File: src/rtl/reg_bank_sequencer.sv
// Fills one register bank from the loader stream, then replays it N times to the MAC stream.
// Output appears 4 cycles after the last fill handshake; out_ready low stalls bank reads via a 2-entry skid FIFO.
module reg_bank_sequencer #(
    parameter int data_width = 8,
    parameter int bank_width = 64,
    parameter int addr_width = 6
) (
    input  logic                  clk,
    input  logic                  reset,
    input  logic                  start,
    input  logic [3:0]            repeat_cnt,
    input  logic                  in_valid,
    output logic                  in_ready,
    input  logic [data_width-1:0] in_data,
    output logic                  bank_we,
    output logic [addr_width-1:0] bank_waddr,
    output logic [data_width-1:0] bank_wdata,
    output logic                  bank_re,
    output logic [addr_width-1:0] bank_raddr,
    input  logic [data_width-1:0] bank_rdata,
    output logic                  out_valid,
    input  logic                  out_ready,
    output logic [data_width-1:0] out_data,
    output logic                  out_pass_end,
    output logic                  out_last,
    output logic                  busy,
    output logic                  done
);
    typedef enum logic [2:0] {IDLE, FILL, FLUSH, DRAIN, DONE} state_t;

    localparam logic [addr_width-1:0] last_addr = addr_width'(bank_width - 1);

    state_t                  state, state_nxt;
    logic [3:0]              passes;
    logic [3:0]              pass_idx;
    logic [addr_width-1:0]   wr_cnt;
    logic                    rd_done;
    logic                    rd_inflight;
    logic                    rd_inflight_pe;
    logic                    rd_inflight_last;
    logic [data_width+1:0]   fifo_mem [2];
    logic                    fifo_wp;
    logic                    fifo_rp;
    logic [1:0]              fifo_cnt;
    logic [data_width+1:0]   head;
    logic                    in_fire;
    logic                    pop;
    logic                    frame_start;
    logic                    rd_last_pass;
    logic                    rd_pass_end;
    logic [2:0]              occupancy;

    always_ff @(posedge clk or posedge reset) begin
        if (reset) state <= IDLE;
        else       state <= state_nxt;
    end

    always_comb begin
        state_nxt = state;
        in_ready  = 1'b0;
        case (state)
            IDLE:  if (start) state_nxt = FILL;
            FILL: begin
                in_ready = 1'b1;
                if (in_valid && wr_cnt == last_addr) state_nxt = FLUSH;
            end
            FLUSH: state_nxt = DRAIN;
            DRAIN: if (pop && head[0]) state_nxt = DONE;
            DONE:  state_nxt = IDLE;
            default: state_nxt = IDLE;
        endcase
    end

    assign in_fire     = in_valid && in_ready;
    assign frame_start = (state == IDLE) && start;
    assign busy        = (state != IDLE);
    assign done        = (state == DONE);

    // Write path: registered so the last word lands in FLUSH, one cycle before the first read.
    always_ff @(posedge clk or posedge reset) begin
        if (reset) begin
            bank_we    <= 1'b0;
            bank_waddr <= '0;
            bank_wdata <= '0;
            wr_cnt     <= '0;
            passes     <= 4'd0;
        end else begin
            bank_we <= in_fire;
            if (in_fire) begin
                bank_waddr <= wr_cnt;
                bank_wdata <= in_data;
                wr_cnt     <= (wr_cnt == last_addr) ? '0 : wr_cnt + 1'b1;
            end
            if (frame_start) begin
                wr_cnt <= '0;
                passes <= (repeat_cnt == 4'd0) ? 4'd1 : repeat_cnt;
            end
        end
    end

    // Reads are only launched when the FIFO is guaranteed a free slot for the returning word.
    assign pop          = out_valid && out_ready;
    assign occupancy    = 3'(fifo_cnt) + 3'(rd_inflight);
    assign bank_re      = (state == DRAIN) && !rd_done && (occupancy < 3'd2 + 3'(pop));
    assign rd_last_pass = (pass_idx == passes - 4'd1);
    assign rd_pass_end  = (bank_raddr == last_addr);

    always_ff @(posedge clk or posedge reset) begin
        if (reset) begin
            bank_raddr       <= '0;
            pass_idx         <= 4'd0;
            rd_done          <= 1'b0;
            rd_inflight      <= 1'b0;
            rd_inflight_pe   <= 1'b0;
            rd_inflight_last <= 1'b0;
        end else begin
            rd_inflight      <= bank_re;
            rd_inflight_pe   <= bank_re && rd_pass_end;
            rd_inflight_last <= bank_re && rd_pass_end && rd_last_pass;
            if (frame_start) begin
                bank_raddr <= '0;
                pass_idx   <= 4'd0;
                rd_done    <= 1'b0;
            end else if (bank_re) begin
                if (rd_pass_end) begin
                    bank_raddr <= '0;
                    if (rd_last_pass) rd_done  <= 1'b1;
                    else              pass_idx <= pass_idx + 4'd1;
                end else begin
                    bank_raddr <= bank_raddr + 1'b1;
                end
            end
        end
    end

    // Entry layout: {data, pass_end, last}
    always_ff @(posedge clk or posedge reset) begin
        if (reset) begin
            fifo_mem[0] <= '0;
            fifo_mem[1] <= '0;
            fifo_wp     <= 1'b0;
            fifo_rp     <= 1'b0;
            fifo_cnt    <= 2'd0;
        end else begin
            if (rd_inflight) begin
                fifo_mem[fifo_wp] <= {bank_rdata, rd_inflight_pe, rd_inflight_last};
                fifo_wp           <= ~fifo_wp;
            end
            if (pop) fifo_rp <= ~fifo_rp;
            case ({rd_inflight, pop})
                2'b10:   fifo_cnt <= fifo_cnt + 2'd1;
                2'b01:   fifo_cnt <= fifo_cnt - 2'd1;
                default: fifo_cnt <= fifo_cnt;
            endcase
        end
    end

    assign head         = fifo_mem[fifo_rp];
    assign out_valid    = (fifo_cnt != 2'd0);
    assign out_data     = out_valid ? head[data_width+1:2] : '0;
    assign out_pass_end = out_valid && head[1];
    assign out_last     = out_valid && head[0];

endmodule

File: config.mk
export PLATFORM = sky130hd
export DESIGN_NAME = reg_bank_sequencer
export DESIGN_NICKNAME = d
export VERILOG_FILES = /design/src/rtl/reg_bank_sequencer.sv
export SDC_FILE = /design/constraint.sdc
export NUM_CORES = 1
export LEC_CHECK = 0
export CAP_MARGIN = 20
export CORE_MARGIN = 2
export CORE_UTILIZATION = 55
export CTS_CLUSTER_SIZE = 28
export DETAILED_ROUTE_END_ITERATION = 6
export PLACE_DENSITY = 0.95
export SKIP_CTS_REPAIR_TIMING = 1
export SLEW_MARGIN = 20
export SYNTH_ARGS = -nofsm -noshare
export SYNTH_HDL_FRONTEND = slang
export SYNTH_SLANG_ARGS = --single-unit
File: constraint.sdc
create_clock -name clk -period 6.2 [get_ports clk]
set_input_delay 0.93 -clock clk [delete_from_list [all_inputs] [get_ports clk]]
set_output_delay 0.93 -clock clk [all_outputs]
set_load 0.05 [all_outputs]
==> impl_metrics.env, run 1 <==
export IMPL_status="finished clean"
export IMPL_drive_above_1_share_pct=18.5
export IMPL_grt_usage_pct=20.2
export IMPL_synth_xor_area_share_pct=4.61
export IMPL_grt_max_degree=67
export IMPL_grt_pass1_wl_mm=9.68
export IMPL_grt_pass1_vias=2160
export IMPL_numPortBuffers=60
export IMPL_power_density_mw_per_mm2=345
export IMPL_overflow=0
export IMPL_synthAdderAreaFrac_pct=2.88
export IMPL_setup_tns_ns=0
export IMPL_first_pass_iters=4
export IMPL_layout_common_cells="dfrtp_1 (66), clkdlybuf4s50_1 (60), mux2_2 (34), nor2_1 (25), nand2_1 (21)"
export IMPL_diodes=0
export IMPL_die_y_um=78.4
export IMPL_detail_route_antenna_nets=0
export IMPL_async_flop_share_pct=100
export IMPL_globalplace_congestion=0.765
export IMPL_die_w_um=78.4
export IMPL_dp_hpwl_mm=4.05
export IMPL_finalCriticalPeriod_ns=3.67
export IMPL_rsz0062_at_grt="no"
export IMPL_synth_compound_area_share_pct=6.09
export IMPL_synthFlopType="dfrtp_1"
export IMPL_clkTransAtPathRegs_ns=0.06
export IMPL_routed_wl_mm=5.71
export IMPL_hold_violations=0
export IMPL_place_ws_ns=2.53
export IMPL_slew_violations=0
export IMPL_cts_buffers=9
export IMPL_design_portCount=61
export IMPL_min_period_over_period_pct=59.1
export IMPL_hold_class="flip-flop to flip-flop"
export IMPL_maxCapViolCount=0
export IMPL_yosys_area_share_simple_pct=14.0
export IMPL_fin_worst_skew_ns=0.00547
export IMPL_cts_buffer_depth=2
export IMPL_synth_cell_types=38
export IMPL_synth_nets=292
export IMPL_cts_root_buf="clkbuf_8"
export IMPL_routedWlPerCell_um=14.2
export IMPL_synth_edff_count=0
export IMPL_htree_levels=3
export IMPL_drtIter0Drc=64
export IMPL_cp_end_kind="output pin"
export IMPL_nets=357
export IMPL_ys_ff_latch=66
export IMPL_antenna_found_initial=0
export IMPL_synth_top_family_by_area="multiplexers"
export IMPL_viasPerCell=5.40
export IMPL_tightest_slew_ns=0.854
export IMPL_required_ns=5.27
export IMPL_timing_final_ws_setup_ns=2.53
export IMPL_synth_avg_cell_area_um2=11.7
export IMPL_rows=27
export IMPL_relSlewSlack_pct=42.9
export IMPL_setup_viol=0
export IMPL_cp_arrival_ns=2.74
export IMPL_vias=2167
export IMPL_synthCells=260
export IMPL_insertion_delay_ns=0.33
export IMPL_mappedNetlistArea_mm2=0.00304
export IMPL_layout_cells_most_common="dfrtp_1"
export IMPL_tritoncts="built"
export IMPL_dieArea_mm2=0.00614
export IMPL_crit_fanout=8
export IMPL_core_area_mm2=0.00544
export IMPL_drc=0
export IMPL_hold_slack_ns=0.500
export IMPL_worstSetupPathType="input port to output pin"
export IMPL_synthMuxAreaShare_pct=15.9
export IMPL_ys_seq_area_share_pct=54.3
export IMPL_fin_util_pct=72.3
export IMPL_ys_warn_count=0
export IMPL_start_util_pct=55.9
export IMPL_leakage_uw=0.00176
export IMPL_cts_sinks=66
export IMPL_max_freq_ghz=0.273
export IMPL_areaGrowthSynthToFinish_pct=29.3
export IMPL_fin_total_pwr_uw=1360
export IMPL_ir_drop_mv=0.276
export IMPL_critPathLaunchType="input port"
stage by stage:
| step | area [µm²] | cells |
|---|---|---|
| global route | 3930 | 401 |
| floorplan | 3040 | 260 |
| detailed placement | 3710 | 386 |
| CTS | 3930 | 401 |
| finish | 3930 | 401 |
| global placement | 3710 | 386 |
worst paths after layout:
| kind | cells past startpoint | end | slack, ns | startpoint |
|---|---|---|---|---|
| min in group asynchronous | 3 | fifo_mem[6] | 1.15 | reset |
| max in group asynchronous | 3 | fifo_mem[9] | 4.55 | reset |
| setup / recovery | 6 | bank_re | 2.53 | out_ready |
| hold reg to reg | 2 | passes[3] | 0.50 | passes[3] |
| hold / removal | 2 | passes[3] | 0.50 | passes[3] |
| setup reg to reg | 7 | pass_idx[3] | 4.13 | fifo_cnt[0] |
registers in the layout, indices dropped and copies added (netlist names):
register	flops
bank_raddr	6
rd_inflight_pe	1
fifo_wp	1
fifo_rp	1
rd_done	1
state	3
fifo_cnt	2
pass_idx	4
bank_waddr	6
wr_cnt	6
fifo_mem	20
bank_wdata	8
bank_we	1
rd_inflight_last	1
passes	4
rd_inflight	1
kinds of logic (layout without fill, tap and decap cells):
group           count (synthesis)  count (layout)
simple gates                   80              80
flops                          66              66
mux                            44              44
compound gates                 30              30
buf+inv                        17              86
xor+xnor                       16              16
fa+ha+maj                       7               7
synth_stat cells, types with 2 or more instances:
master | n | share of area [%]
nor2b_1 | 2 | 0.41
nor3b_1 | 2 | 0.49
nand2_1 | 21 | 2.6
nor2_1 | 25 | 3.1
or4_1 | 3 | 0.74
mux2_2 | 34 | 13
ha_1 | 7 | 2.9
dfrtp_1 | 66 | 54
o21ai_0 | 12 | 2.0
and2_1 | 3 | 0.62
xor2_1 | 7 | 2.0
clkbuf_1 | 5 | 0.62
nor3_1 | 3 | 0.49
inv_1 | 10 | 1.2
xnor2_1 | 9 | 2.6
mux2i_1 | 10 | 3.3
a21oi_1 | 9 | 1.5
o31ai_1 | 3 | 0.74
nand4_1 | 3 | 0.62
or3_1 | 2 | 0.41
nand3_1 | 7 | 1.2
metal layers:
metal  track usage, %  part of all wire, %  wire (µm)  vias to the layer above
met1             24.3                   42       2400                     1050
li1                 -                    -          -                     1033
met2             33.8                   50       2840                       72
met5                0                    0          0                        -
met3             5.29                  6.3        362                       12
met4             10.2                  1.9        106                        0
where the power goes:
part	switching (µW)	internal [µW]
Clock	152	239
Sequential	67.4	481
Combinational	254	165
Total	473	885
area by class of cell:
class	count	area, µm²
inverter	10	37.5
sequential	66	1650
clock inverter	1	30.0
fill	369	1510
timing repair buffer	61	608
clock buffer	14	193
multi-input combinational	177	1320
tap	72	90.1
critical path, stage by stage:
cell	delay, ns
clkdlybuf4s50_1	0.47
o21ai_2	0.10
o21ai_4	0.25
nand2_4	0.11
inv_1	0.08
clkdlybuf4s50_1	0.79
Power figures use the tool's default switching activity.
==> run 2: changes to the inputs <==
CORE_UTILIZATION = 51   (was 55)
PLACE_DENSITY = 0.9   (was 0.95)
clock period = 3.4 ns   (was 6.2 ns; I/O delays follow)
==> run 2 against run 1 <==
  * Global-route usage shrank 0.90 points
  * Critical path type is now flip-flop to output pin
  * Sequential power is 82% higher
  * Count of clock-buffer cells in the layout fell by 2
  * Non-clock buffer count unchanged
  * Worst hold slack is essentially flat
  * Cell area is 1.2% lower
  * Via count is 1.2% lower
  * Flip-flop and latch count unchanged
==> impl_metrics.env, run 2 (same netlist as run 1, synthesis figures left out) <==
export IMPL_globalplace_congestion=0.861
export IMPL_worstSetupPathType="flip-flop to output pin"
export IMPL_status="finished clean"
export IMPL_start_util_pct=52.0
export IMPL_critPathLaunchType="flip-flop"
export IMPL_grt_usage_pct=19.3
export IMPL_min_period_over_period_pct=87.4
export IMPL_nets=357
export IMPL_power_density_mw_per_mm2=600
export IMPL_swShare_pct=36.7
export IMPL_htree_levels=3
export IMPL_viasPerCell=5.30
export IMPL_layout_common_cells="dfrtp_1 (66), clkdlybuf4s50_1 (60), mux2_2 (34), nor2_1 (25), nand2_1 (21)"
export IMPL_drtIter0Drc=100
export IMPL_relSlewSlack_pct=40.3
export IMPL_numPortBuffers=60
export IMPL_fin_total_pwr_uw=2330
export IMPL_ir_drop_mv=0.432
export IMPL_rows=28
export IMPL_timing_final_ws_setup_ns=0.428
export IMPL_fin_worst_skew_ns=0.00706
export IMPL_path_buf_inv=2
export IMPL_routedWlPerCell_um=14.0
export IMPL_grt_pass1_vias=2195
export IMPL_core_area_mm2=0.00585
export IMPL_cts_buffer_depth=2
export IMPL_finalCriticalPeriod_ns=2.97
export IMPL_cp_arrival_ns=2.46
export IMPL_comb_power_share_pct=33.1
export IMPL_place_ws_ns=0.545
export IMPL_die_y_um=81.2
export IMPL_insertion_delay_ns=0.33
export IMPL_tritoncts="built"
export IMPL_grt_pass1_wl_mm=9.60
export IMPL_antenna_found_initial=0
export IMPL_cts_sinks=66
export IMPL_slew_violations=0
export IMPL_cts_buffers=9
export IMPL_routed_wl_mm=5.65
export IMPL_top_register="fifo_mem"
export IMPL_path_cells="ha_1, ha_1, nor2_1, and3_4, nand2_4, inv_1, clkdlybuf4s50_1"
export IMPL_areaGrowthSynthToFinish_pct=27.7
export IMPL_overflow=0
export IMPL_layout_cells_most_common="dfrtp_1"
export IMPL_intPower_uw=1480
export IMPL_design_portCount=61
export IMPL_largest_reg_flops=20
export IMPL_cts_root_buf="clkbuf_8"
export IMPL_required_ns=2.89
export IMPL_power_frac_clock_pct=24.2
export IMPL_grt_max_degree=67
export IMPL_setup_tns_ns=0
export IMPL_hold_class="flip-flop to flip-flop"
export IMPL_hold_violations=0
export IMPL_leakage_uw=0.00174
export IMPL_tightest_slew_ns=0.892
export IMPL_max_freq_ghz=0.336
export IMPL_detail_route_antenna_nets=0
export IMPL_slowest_delay_ns=0.80
export IMPL_crit_fanout=8
export IMPL_cpMostUsedCell="ha_1"
export IMPL_seqPwrFrac_pct=42.7
export IMPL_dp_hpwl_mm=3.91
export IMPL_clkTransAtPathRegs_ns=0.06
export IMPL_first_pass_iters=5
export IMPL_cp_end_kind="output pin"
export IMPL_power_switching_uw=856
export IMPL_critPathSlowestCell="clkdlybuf4s50_1"
export IMPL_dieArea_mm2=0.00660
export IMPL_drc=0
export IMPL_setup_viol=0
export IMPL_drive_above_1_share_pct=18.2
export IMPL_vias=2141
export IMPL_maxCapViolCount=0
export IMPL_rsz0062_at_grt="no"
export IMPL_die_w_um=81.2
export IMPL_top_regs="fifo_mem (20), bank_wdata (8)"
export IMPL_cpLargestDelayFamily="buffers and inverters"
export IMPL_diodes=0
==> run 2: area by class of cell <==
type                    count  area (µm²)
inverters                  10        37.5
repair buffers             61         608
flip-flops and latches     66        1650
fillers                   434        1970
multi-input cells         177        1320
clock inverters             3        15.0
well taps                  75        93.8
clock buffers              12         155
==> run 2: power groups by stage <==
stage               logic, µW  clock network [µW]  registers (µW)
finish                    772                 565             995
global route              820                 615            1010
CTS                       779                 580             995
detailed placement        772                   0            1010
global placement          758                   0            1000
floorplan                 444                   0            1090
==> run 2: worst paths after layout <==
path	slack (ns)	to	depth (start not counted)	start
worst max-delay path	0.43	bank_re	7	fifo_cnt[0]
worst min-delay path	0.50	fifo_mem[1]	1	rd_inflight_pe
worst max register to register	1.38	pass_idx[3]	7	fifo_cnt[0]
worst min register to register	0.50	fifo_mem[1]	1	rd_inflight_pe
max in group asynchronous	2.15	fifo_cnt[0]	3	reset
min in group asynchronous	0.73	pass_idx[0]	3	reset
==> run 2: through the flow <==
stage / utilization, % / hold slack (ns) / cells / instance area (µm²)
after floorplan: - / 0.463 / 260 / 3040
after global placement: 63.5 / 0.481 / 389 / 3710
after detailed placement: 63.5 / 0.492 / 389 / 3710
after CTS: 66.4 / 0.506 / 404 / 3880
after global routing: 66.4 / 0.513 / 404 / 3880
final: 66.4 / 0.500 / 404 / 3880
==> run 2: metal layers <==
| layer | share of wire [%] | up-vias | global-route usage [%] | wire [µm] |
|---|---|---|---|---|
| met5 | 0 | - | 0 | 0 |
| met4 | 2.1 | 0 | 9.66 | 116 |
| met3 | 5.5 | 12 | 4.78 | 309 |
| met2 | 47 | 65 | 31.5 | 2670 |
| met1 | 45 | 1027 | 24.1 | 2560 |
| li1 | - | 1037 | - | - |
